<file path="src/rtl/pu_mult_driver.sv">
// pu_mult_driver: initiator for the multiplier PU bus.
// Takes one operand pair, writes both operands into the PU, waits out the PU
// result latency, reads the product back and offers it on an output stream.
//
// state | meaning
// IDLE  | ready for a new operand pair, PU bus quiet
// WR_A  | writing operand 0 (sel=0)
// WR_B  | writing operand 1 (sel=1)
// WAIT  | LATENCY quiet cycles; sel falling edge starts PU capture
// READ  | oe=1, product sampled at the closing edge
// HOLD  | result offered until the consumer takes it
module pu_mult_driver #(
  parameter int DATA_WIDTH = 32,
  parameter int ATTR_WIDTH = 4,
  parameter int INVALID    = 0,
  parameter int LATENCY    = 2,
  parameter int CNT_WIDTH  = 16
) (
  input  logic                  clk,
  input  logic                  rst,
  input  logic                  in_valid,
  output logic                  in_ready,
  input  logic [DATA_WIDTH-1:0] in_a,
  input  logic [DATA_WIDTH-1:0] in_b,
  input  logic                  in_a_invalid,
  input  logic                  in_b_invalid,
  output logic                  out_valid,
  input  logic                  out_ready,
  output logic [DATA_WIDTH-1:0] out_data,
  output logic                  out_invalid,
  output logic                  pu_signal_wr,
  output logic                  pu_signal_sel,
  output logic [DATA_WIDTH-1:0] pu_data_in,
  output logic [ATTR_WIDTH:0]   pu_attr_in,
  output logic                  pu_signal_oe,
  input  logic [DATA_WIDTH-1:0] pu_data_out,
  input  logic [ATTR_WIDTH:0]   pu_attr_out,
  output logic                  busy,
  output logic [CNT_WIDTH-1:0]  ops_done
);

  localparam int WCW = $clog2(LATENCY + 1);
  localparam logic [WCW-1:0] WAIT_LOAD = WCW'(LATENCY - 1);

  typedef enum logic [2:0] {IDLE, WR_A, WR_B, WAIT, READ, HOLD} state_t;

  state_t                state;
  logic [WCW-1:0]        wait_cnt;
  logic [DATA_WIDTH-1:0] b_q;
  logic                  b_invalid_q;

  // Only the invalid bit of the attribute bus is driven; the rest stay zero.
  function automatic logic [ATTR_WIDTH:0] attr_of(input logic flag);
    logic [ATTR_WIDTH:0] v;
    v          = '0;
    v[INVALID] = flag;
    return v;
  endfunction

  assign in_ready = (state == IDLE);
  assign busy     = (state != IDLE);

  // Sequencer: PU strobes are registered alongside the state so the bus
  // pins change only on clock edges.
  always_ff @(posedge clk) begin
    if (rst) begin
      state         <= IDLE;
      wait_cnt      <= '0;
      b_q           <= '0;
      b_invalid_q   <= 1'b0;
      out_valid     <= 1'b0;
      out_data      <= '0;
      out_invalid   <= 1'b0;
      ops_done      <= '0;
      pu_signal_wr  <= 1'b0;
      pu_signal_sel <= 1'b0;
      pu_data_in    <= '0;
      pu_attr_in    <= '0;
      pu_signal_oe  <= 1'b0;
    end else begin
      case (state)
        IDLE: begin
          if (in_valid) begin
            b_q           <= in_b;
            b_invalid_q   <= in_b_invalid;
            pu_signal_wr  <= 1'b1;
            pu_signal_sel <= 1'b0;
            pu_data_in    <= in_a;
            pu_attr_in    <= attr_of(in_a_invalid);
            state         <= WR_A;
          end
        end
        WR_A: begin
          pu_signal_sel <= 1'b1;
          pu_data_in    <= b_q;
          pu_attr_in    <= attr_of(b_invalid_q);
          state         <= WR_B;
        end
        WR_B: begin
          pu_signal_wr  <= 1'b0;
          pu_signal_sel <= 1'b0;
          pu_data_in    <= '0;
          pu_attr_in    <= '0;
          wait_cnt      <= WAIT_LOAD;
          state         <= WAIT;
        end
        WAIT: begin
          if (wait_cnt == '0) begin
            pu_signal_oe <= 1'b1;
            state        <= READ;
          end else begin
            wait_cnt <= wait_cnt - 1'b1;
          end
        end
        READ: begin
          out_data     <= pu_data_out;
          out_invalid  <= pu_attr_out[INVALID];
          out_valid    <= 1'b1;
          pu_signal_oe <= 1'b0;
          state        <= HOLD;
        end
        HOLD: begin
          if (out_ready) begin
            out_valid <= 1'b0;
            ops_done  <= ops_done + 1'b1;
            state     <= IDLE;
          end
        end
        default: state <= IDLE;
      endcase
    end
  end

endmodule

</file>
<file path="config.mk">
export PLATFORM = sky130hd
export DESIGN_NAME = pu_mult_driver
export DESIGN_NICKNAME = d
export VERILOG_FILES = /design/src/rtl/pu_mult_driver.sv
export SDC_FILE = /design/constraint.sdc
export NUM_CORES = 1
export LEC_CHECK = 0
export CAP_MARGIN = 20
export CORE_AREA = 2 2 115 117
export DETAILED_ROUTE_END_ITERATION = 7
export DIE_AREA = 0 0 117 119
export GPL_TIMING_DRIVEN = 0
export MAX_ROUTING_LAYER = met4
export PLACE_DENSITY = 0.75
export REMOVE_ABC_BUFFERS = 1
export SYNTH_ARGS = -nofsm -noshare
export SYNTH_HDL_FRONTEND = slang
export SYNTH_SLANG_ARGS = --single-unit
</file>
<file path="constraint.sdc">
create_clock -name clk -period 1.4 [get_ports clk]
set_input_delay 0.28 -clock clk [delete_from_list [all_inputs] [get_ports clk]]
set_output_delay 0.28 -clock clk [all_outputs]
set_load 0.03 [all_outputs]
</file>
Yosys cells after proc, flatten, opt, wreduce, memory -nomap -nowiden
Index checks and enable logic that the tools add are counted.
Cells by class
  muxes and demuxes: 18
  equality and inequality tests: 9
  $add $sub $neg: 2
  reductions and logical operators: 16
Operators with widths (number)
  case mux 32 bit (3 select lines): 1
  two-way mux 32 bit: 1
  case mux 3 bit (6 select lines): 1
  adder 16 x 1 -> 16 bit, second input constant: 1
  case mux 5 bit (3 select lines): 1
  AND reduction 2 bit: 7
  two-way mux 3 bit: 3
  inequality test 2 bit, second input constant: 4
  nonzero test 2 bit: 4
  equality test 3 x 2 -> 1 bit, second input constant: 2
  equality test 3 bit, second input constant: 2
  case mux 1 bit (2 select lines): 3
  nonzero test 3 bit: 2
  two-way mux 5 bit: 1
  two-way mux 1 bit: 4
  case mux 2 bit (2 select lines): 1
  equality test 3 x 1 -> 1 bit, second input constant: 1
  logical NOT 3 bit: 1
  case mux 1 bit (3 select lines): 1
  AND reduction 3 bit: 1
  logical NOT 2 bit: 1
  two-way mux 2 bit: 1
  subtractor 2 x 1 -> 2 bit, second input constant: 1
Storage, ports and cells
  output and inout port bits: 92
  register bits after elaboration: 128
  input port bits: 107

Logic depth before layout (Yosys ltp)
Gate-level depths: netlist (run 1).
  depth in word-level cells: 3
  gate-level depth with buffers: 7
  mapped depth without buffers: 5

Least setup slack after synthesis (run 1)
No wires, ideal clock.
  path type: register -> register
  from: reg state[0]
  to: reg b_q[10]
  slack: -363 ps
  clock period less this slack: 1763 ps
  stages on the path, launching flop included: 8
  required time: 1330 ps
  arrival: 1693 ps
  path through: dfxtp_1 buf_2 nor3_2 and2_1 clkbuf_1 buf_2 nand2_1 a21oi_1
Between the ends
  longest elaborated chain between the ends: 2
Ends and longest elaborated chain
  start: declaration: RTL line 47  | state_t state;
  start signal: assignment: RTL line 67  | state <= IDLE;
  start signal: assignment: RTL line 90  | state <= WR_A;
  start signal: assignment: RTL line 97  | state <= WR_B;
  logical NOT 3 bit
  net in_ready: RTL line 22  | output logic in_ready,
  AND reduction 2 bit (no line)
  end signal: assignment: RTL line 84  | b_q <= in_b;
  end: declaration: RTL line 49  | logic [DATA_WIDTH-1:0] b_q;
The timed path passes the listed nets, and every way through them passes these cells.
A chain may end at the register's enable or synchronous reset.

Final worst setup path (run 1)
  from: reg state[0]
  to: reg ops_done[14]
Between the ends
  longest elaborated chain between the ends: 2
Ends and longest elaborated chain
  equality test 3 bit: RTL line 81  | case (state)
  AND reduction 2 bit (no line)
  end signal: assignment: RTL line 125  | ops_done <= ops_done + 1'b1;
  end: declaration: RTL line 39  | output logic [CNT_WIDTH-1:0] ops_done
Every way passes these cells.

==> key figures, run 1 <==
STA
  • Number of setup violations in the final report: 110
  • Clock skew: 0.00667 ns
  • Worst Slack Setup Final: -0.199 ns
  • Final worst path period need: about 1.6 ns
  • Relative slew slack: about 60%
  • RSZ-0062 raised after global routing: true
  • Slew @ Worst Pin: 0.610 ns
  • FMAX: about 630 MHz
  • Final Hold Fails: 0
  • Max-slew violations: 0
  • Fin crit share: 114%

GRT
  • Grt ovf: 0
  • Vias in the first global route: 5278
  • Maximum number of pins on one net before global-route repair: between 60 and 70
  • Initial antenna violation count: 0
  • Total GRT Usage: 24.2%
  • First-pass GRT wire length: 25700 µm

CTS
  • Bufs on Longest Clock Path: 2
  • TritonCTS clock tree: built
  • Worst skew pair latency: just over 0.4 ns
  • Clock Sinks: around 120
  • Worst-path clk slew: roughly 0.06 ns
  • Hold buffers post-CTS: 0
  • H-tree depth: 4
  • CTS buffer count: 17
  • CTS root buf: clkbuf_16

Hold path
  • Hold endpoint: b_q[25]
  • Hold Path Origin: rst
  • Hold Path Class: input port to flop
  • Hold Path Depth: 2

Synth
  • Ys flop type: dfxtp_1
  • Ys async rst share: 0%
  • #FFs+latches synth: 124
  • EDFF count, synth: 0
  • Synth unique cells: 40
  • Gate Count Post-Synth: a little under 600
  • YS warnings: 0
  • Syn Area/Cell: 8.24 µm²
  • Seq/Total Area, Yosys: 51.6%
  • Synthesized cell area: 4810 µm²

Layout
  • Most frequent cells in the layout: dfxtp_1 (110), clkdlybuf4s50_1 (100), nand2_1 (72)
  • Fin cells: a little over 1000
  • Area growth from synthesis to layout: 88.2%
  • Final net count: 928
  • Commonest non-fill, non-tap cell in the layout: dfxtp_1
  • Layout cell share with drive strength beyond 1: 45.9%
  • N_diodes: 0
  • Finished layout cell area: 9050 µm²

Setup path
  • Worst reg-to-reg setup slack: -0.20 ns
  • CP required: 1.74 ns
  • Critical Path AT: between 1.5 and 2 ns
  • CP Capture Type: flop
  • Crit-path max cell delay: 0.56 ns
  • Crit path kind: flop to flop
  • Critical R2R Launch: state[0]
  • Critical R2R Capture: ops_done[14]
  • Critical Path Source Type: flop
  • Crit-path max FO: 7
  • R2r worst-path depth: 5
  • CP cell instances: buf_6, nand4b_4, or4_4, nor4_4, o21bai_1
  • Slowest-stage cell, CP: or4_4

Route
  • Final wirelength: ~18000 µm
  • Starting DRT DRC Count: slightly below 300
  • M1 WL: around 7000 µm
  • Vias/cell: 5.24
  • DR vias: 5285
  • Metal3 WL: 1060 µm
  • 1st-pass router iterations: 5
  • Detail Route Antenna Nets: 0
  • DR top layer: met4
  • Routed len/inst: roughly 18 µm
  • Routed wl met2: 9280 µm
  • Drt drc: 0

Placement
  • GPL Wtd Cong: around 0.8
  • PortBufs: 190
  • Inst Count DP: roughly 910
  • Area after DPL: a little under 7000 µm²
  • Hpwl dp: 9450 µm

Die
  • # rows: between 40 and 50
  • I/O pin count: 199
  • Die area: 13900 µm²
  • Die width: 117 µm
  • Initial core utilization: ~37%
  • Die Span Y: ~120 µm
  • Total core area: around 13000 µm²

Pwr
  • VDD IR-drop max: 0.00104 V
  • Tot Pwr: 13.2 mW
  • PD cells: 1460 nW/µm²
  • Leakage: 3.76 nW

Status
  • Status: finished, violations left
  • Failing checks: negative setup slack

Flow run
  • MaxCap Viol Count: 0
area by class of cell:
cell class / count / area (µm²)
inverter: 6 / 22.5
timing repair buffer: 261 / 2570
tap: 176 / 220
sequential: 124 / 2510
multi-input combinational: 409 / 3110
clock buffer: 27 / 523
fill: 909 / 3820
clock inverter: 5 / 103
state kept, by name, summed over array words and instances (netlist names):
signal,count
b_q,32
out_data,32
pu_data_in,32
ops_done,16
state,3
wait_cnt,2
b_invalid_q,1
out_invalid,1
out_valid,1
pu_attr_in,1
pu_signal_oe,1
pu_signal_sel,1
pu_signal_wr,1
metal layers:
metal  track usage [%]  vias up
li1                  -     2496
met1              28.3     2563
met2              39.5      190
met4              10.6        0
met3              5.75       36
met5                 -        -
power breakdown:
| group | internal, mW | switching (mW) |
|---|---|---|
| Clock | 3.08 | 1.52 |
| Sequential | 3.90 | 0.284 |
| Combinational | 2.04 | 2.37 |
| Total | 9.03 | 4.18 |
through the flow:
| step | TNS, ns | hold WS, ns | worst slack (ns) | util, % |
|---|---|---|---|---|
| floorplan | -72.20 | 0.349 | -0.838 | - |
| CTS | -14.29 | 0.401 | -0.169 | 66.9 |
| global route | -19.57 | 0.338 | -0.276 | 70.3 |
| finish | -11.67 | 0.318 | -0.199 | 70.3 |
| detailed placement | -78.81 | 0.446 | -0.809 | 53.9 |
| global placement | -339.92 | 0.442 | -3.45 | 52.2 |
how the worst max path moves through the flow:
stage	start	to	slack, ns	cells past startpoint
after CTS	state[0]	ops_done[14]	-0.17	5
after floorplan	state[0]	pu_attr_in[0]	-0.84	3
after detailed placement	state[1]	out_data[7]	-0.81	3
after global routing	state[1]	pu_data_in[26]	-0.28	6
after global placement	rst	ops_done[15]	-3.45	5
final	state[0]	ops_done[14]	-0.20	5
worst max-delay path: cells and delay by family (launching register included):
| kind | cells | cell delay (ns) |
|---|---|---|
| compound gates | 1 | 0.14 |
| buf+inv | 1 | 0.13 |
| flops | 1 | 0.41 |
| simple gates | 3 | 0.85 |
cell usage after synthesis (2+ instances only):
library cell,count,area share (%)
a31o_2,3,0.55
nand2_1,146,11
xnor2_1,4,0.73
a211oi_1,2,0.31
nor3_1,35,3.6
inv_1,5,0.39
o21ai_0,4,0.42
ha_1,2,0.52
a221oi_1,33,6.0
clkbuf_1,35,2.7
nor2_1,49,3.8
nand4_1,5,0.65
dfxtp_1,124,52
and3_1,2,0.26
or3_1,3,0.39
nor4_1,2,0.26
a21oi_1,80,8.3
nor3_2,2,0.42
xor2_1,7,1.3
buf_4,6,0.94
buf_2,9,0.94
and2_1,2,0.26
nand3_1,5,0.52
nand2b_1,3,0.39
logic make-up after synthesis:
kind of cell,Yosys count,synth area share (%)
AOI/OAI and AO/OA,128,16.7
xor gates and xnor gates,11,2.00
buffers and inverters,56,5.07
DFF,124,51.6
and+or+nand+nor,262,24.0
adders and majority gates,2,0.520
other,1,0.0779
what timing repair did:
action | in CTS | in global routing
endpoints found under the setup margin | 209 | 189
gates resized for setup | 284 | 325
pin swaps | 47 | 123
gates cloned | 12 | 3
setup buffers | 44 | 14
(Power assumes the default switching activity.)
==> run 2, diff against run 1 <==
--- a/config.mk
+++ b/config.mk
@@ -16,3 +16,4 @@
 export SYNTH_ARGS = -nofsm -noshare
 export SYNTH_HDL_FRONTEND = slang
 export SYNTH_SLANG_ARGS = --single-unit
+export TNS_END_PERCENT = 10
==> run 2 against run 1 <==
  * The flow still finishes with violations (negative setup slack)
  * Wire length decreased by 9.2%
  * Final cell count decreased by 2.2%
  * Sequential power about the same
  * Sequential share of layout area increased by 2.0 points
  * Total power decreased by 3.5%
  * Fmax increased by 0.94%
  * Die area unchanged
  * Utilization decreased by 4.8 points
  * Largest cell class unchanged
  * Critical path depth unchanged
  * Clock skew decreased by 0.0021 ns
  * Global-route usage decreased by 2.5 points
  * Combinational power decreased by 9.5%
==> key figures, run 2 (same netlist as run 1, synthesis figures left out) <==
Pwr
  • Sw frac: 30.5% (was 31.6%)
  • Leakage: 3.18 nW (was 3.76 nW)
  • Combinational group share of total power: 31.3% (was 33.4%)
  • VDD IR-drop max: 0.000906 V (was 0.00104 V)
  • Clk pwr share: 36.1% (was 34.9%)
  • Sw Pwr: 3.89 mW (was 4.18 mW)
  • Tot Pwr: 12.7 mW (was 13.2 mW)
  • Pint: 8.85 mW (was 9.03 mW)
  • PD cells: 1510 nW/µm² (was 1460 nW/µm²)
  • Flop pwr share: 32.6% (was 31.7%)

GRT
  • First-pass GRT wire length: 23400 µm (was 25700 µm)
  • Maximum number of pins on one net before global-route repair: 69 (unchanged)
  • Total GRT Usage: 21.8% (was 24.2%)
  • Vias in the first global route: 4910 (was 5278)
  • Grt ovf: 0 (unchanged)
  • Initial antenna violation count: 0 (unchanged)

Setup path
  • CP Capture Type: flop (unchanged)
  • CP cell instances: buf_6, nand4b_4, or4_4, nor4_4, o21bai_1 (unchanged)
  • Crit-path max cell delay: 0.55 ns (was 0.56 ns)
  • Critical Path Source Type: flop (unchanged)
  • R2r worst-path depth: 5 (unchanged)
  • CP required: 1.74 ns (about the same)
  • Cell family with most CP delay: simple AND/OR/NAND/NOR gates (unchanged)
  • Critical R2R Launch: state[0] (unchanged)
  • Bufs and invs on worst path: 1 (unchanged)
  • Crit path kind: flop to flop (unchanged)
  • Critical R2R Capture: ops_done[14] (unchanged)
  • Slowest-stage cell, CP: or4_4 (unchanged)
  • Critical Path AT: 1.92 ns (was 1.94 ns)
  • Crit-path max FO: 8 (was 7)
  • Worst reg-to-reg setup slack: -0.18 ns (was -0.20 ns)

CTS
  • Hold buffers post-CTS: 0 (unchanged)
  • CTS buffer count: 17 (unchanged)
  • Worst skew pair latency: 0.41 ns (about the same)
  • CTS root buf: clkbuf_16 (unchanged)
  • Worst-path clk slew: 0.06 ns (about the same)
  • TritonCTS clock tree: built (unchanged)
  • Clock Sinks: 124 (unchanged)
  • H-tree depth: 4 (unchanged)
  • Bufs on Longest Clock Path: 2 (unchanged)

Layout
  • Final net count: 906 (was 928)
  • Layout cell share with drive strength beyond 1: 33.1% (was 45.9%)
  • Commonest non-fill, non-tap cell in the layout: nand2_1 (was dfxtp_1)
  • Finished layout cell area: 8430 µm² (was 9050 µm²)
  • N_diodes: 0 (unchanged)
  • Most frequent cells in the layout: nand2_1 (141), dfxtp_1 (112), clkdlybuf4s50_1 (101) (was dfxtp_1 (110), clkdlybuf4s50_1 (100), nand2_1 (72))
  • Area growth from synthesis to layout: 75.3% (was 88.2%)
  • Fin cells: 986 (was 1008)
  • Top flop regs: b_q (32), out_data (32), pu_data_in (32) (unchanged)

Route
  • DR vias: 5062 (was 5285)
  • Vias/cell: 5.13 (was 5.24)
  • Routed len/inst: 16.5 µm (was 17.8 µm)
  • Detail Route Antenna Nets: 0 (unchanged)
  • Drt drc: 0 (unchanged)
  • 1st-pass router iterations: 6 (was 5)
  • Starting DRT DRC Count: 249 (was 292)
  • Final wirelength: 16300 µm (was 17900 µm)

STA
  • Slew @ Worst Pin: 0.778 ns (was 0.610 ns)
  • Worst Slack Setup Final: -0.184 ns (was -0.199 ns)
  • Relative slew slack: 48.2% (was 59.4%)
  • Final worst path period need: 1.58 ns (was 1.60 ns)
  • RSZ-0062 raised after global routing: true (unchanged)
  • Final hold slack: 0.413 ns (was 0.318 ns)
  • Clock skew: 0.00461 ns (was 0.00667 ns)
  • Number of setup violations in the final report: 102 (was 110)
  • FMAX: 631 MHz (was 625 MHz)
  • Max-slew violations: 0 (unchanged)
  • Fin crit share: 113% (was 114%)
  • Final Hold Fails: 0 (unchanged)

Die
  • Total core area: 12900 µm² (unchanged)
  • Initial core utilization: 37.4% (unchanged)
  • I/O pin count: 199 (unchanged)
  • Die area: 13900 µm² (unchanged)
  • Die Span Y: 119 µm (unchanged)
  • Die width: 117 µm (unchanged)
  • # rows: 42 (unchanged)

Placement
  • Post-Place Worst Slack: -0.809 ns (unchanged)
  • Inst Count DP: 911 (unchanged)
  • Area after DPL: 6940 µm² (unchanged)
  • PortBufs: 190 (unchanged)
  • GPL Wtd Cong: 0.795 (unchanged)
  • Hpwl dp: 9450 µm (unchanged)

Hold path
  • Hold Path Class: input port to flop (unchanged)
  • Hold endpoint: b_q[25] (unchanged)
  • Hold Path Origin: in_b[25] (was rst)
  • Hold Path Depth: 3 (was 2)

Status
  • Status: finished, violations left (unchanged)
  • Failing checks: negative setup slack (unchanged)

Flow run
  • MaxCap Viol Count: 0 (unchanged)
==> run 2: worst max-delay path by stage <==
stage | slack [ns] | depth (start not counted) | endpoint | from
2_1_floorplan | -0.84 | 3 | pu_attr_in[0] | state[0]
3_3_place_gp | -3.45 | 5 | ops_done[15] | rst
3_5_place_dp | -0.81 | 3 | out_data[7] | state[1]
4_1_cts | -0.17 | 5 | ops_done[14] | state[0]
5_1_grt | -0.25 | 5 | ops_done[14] | state[0]
6_report | -0.18 | 5 | ops_done[14] | state[0]
==> run 2: per-stage QoR <==
stage          utilization, %  TNS [ns]
4_1_cts                  62.6     -7.41
2_1_floorplan               -    -72.20
5_1_grt                  65.5    -14.97
3_3_place_gp             52.2   -339.92
6_report                 65.5     -7.40
3_5_place_dp             53.9    -78.81
==> run 2: metal layers <==
metal  up-vias  global-route usage (%)  wire, µm
li1       2428                       -         -
met4         0                    9.93       471
met1      2411                    24.1      6560
met5         -                       -         0
met2       180                    36.3      8310
met3        43                    5.85       939
==> run 2: timing repair <==
action / in CTS / in global routing
resized for setup: 324 / 106
pin swaps: 25 / 43
setup buffers: 30 / 8
gates cloned: 1 / 5
endpoints found under the setup margin: 209 / 132
==> run 2: tightest hold or removal path, cell delays in order <==
cell	delay, ns
clkdlybuf4s50_1	0.40
nand2_1	0.06
a21oi_1	0.05
==> run 2: final cells by class <==
| type | instances | area, µm² |
|---|---|---|
| inverter | 6 | 27.5 |
| clock buffer | 27 | 523 |
| multi-input combinational | 407 | 2560 |
| clock inverter | 5 | 103 |
| timing repair buffer | 241 | 2490 |
| fill | 1011 | 4440 |
| sequential | 124 | 2510 |
| tap | 176 | 220 |
==> run 2: power groups by stage <==
stage / registers (mW) / logic [mW] / clock network [mW]
2_1_floorplan: 4.68 / 1.02 / 0
3_3_place_gp: 4.20 / 2.69 / 0
3_5_place_dp: 4.22 / 2.99 / 0
4_1_cts: 4.12 / 3.34 / 4.64
5_1_grt: 4.19 / 4.21 / 4.81
6_report: 4.15 / 3.99 / 4.60
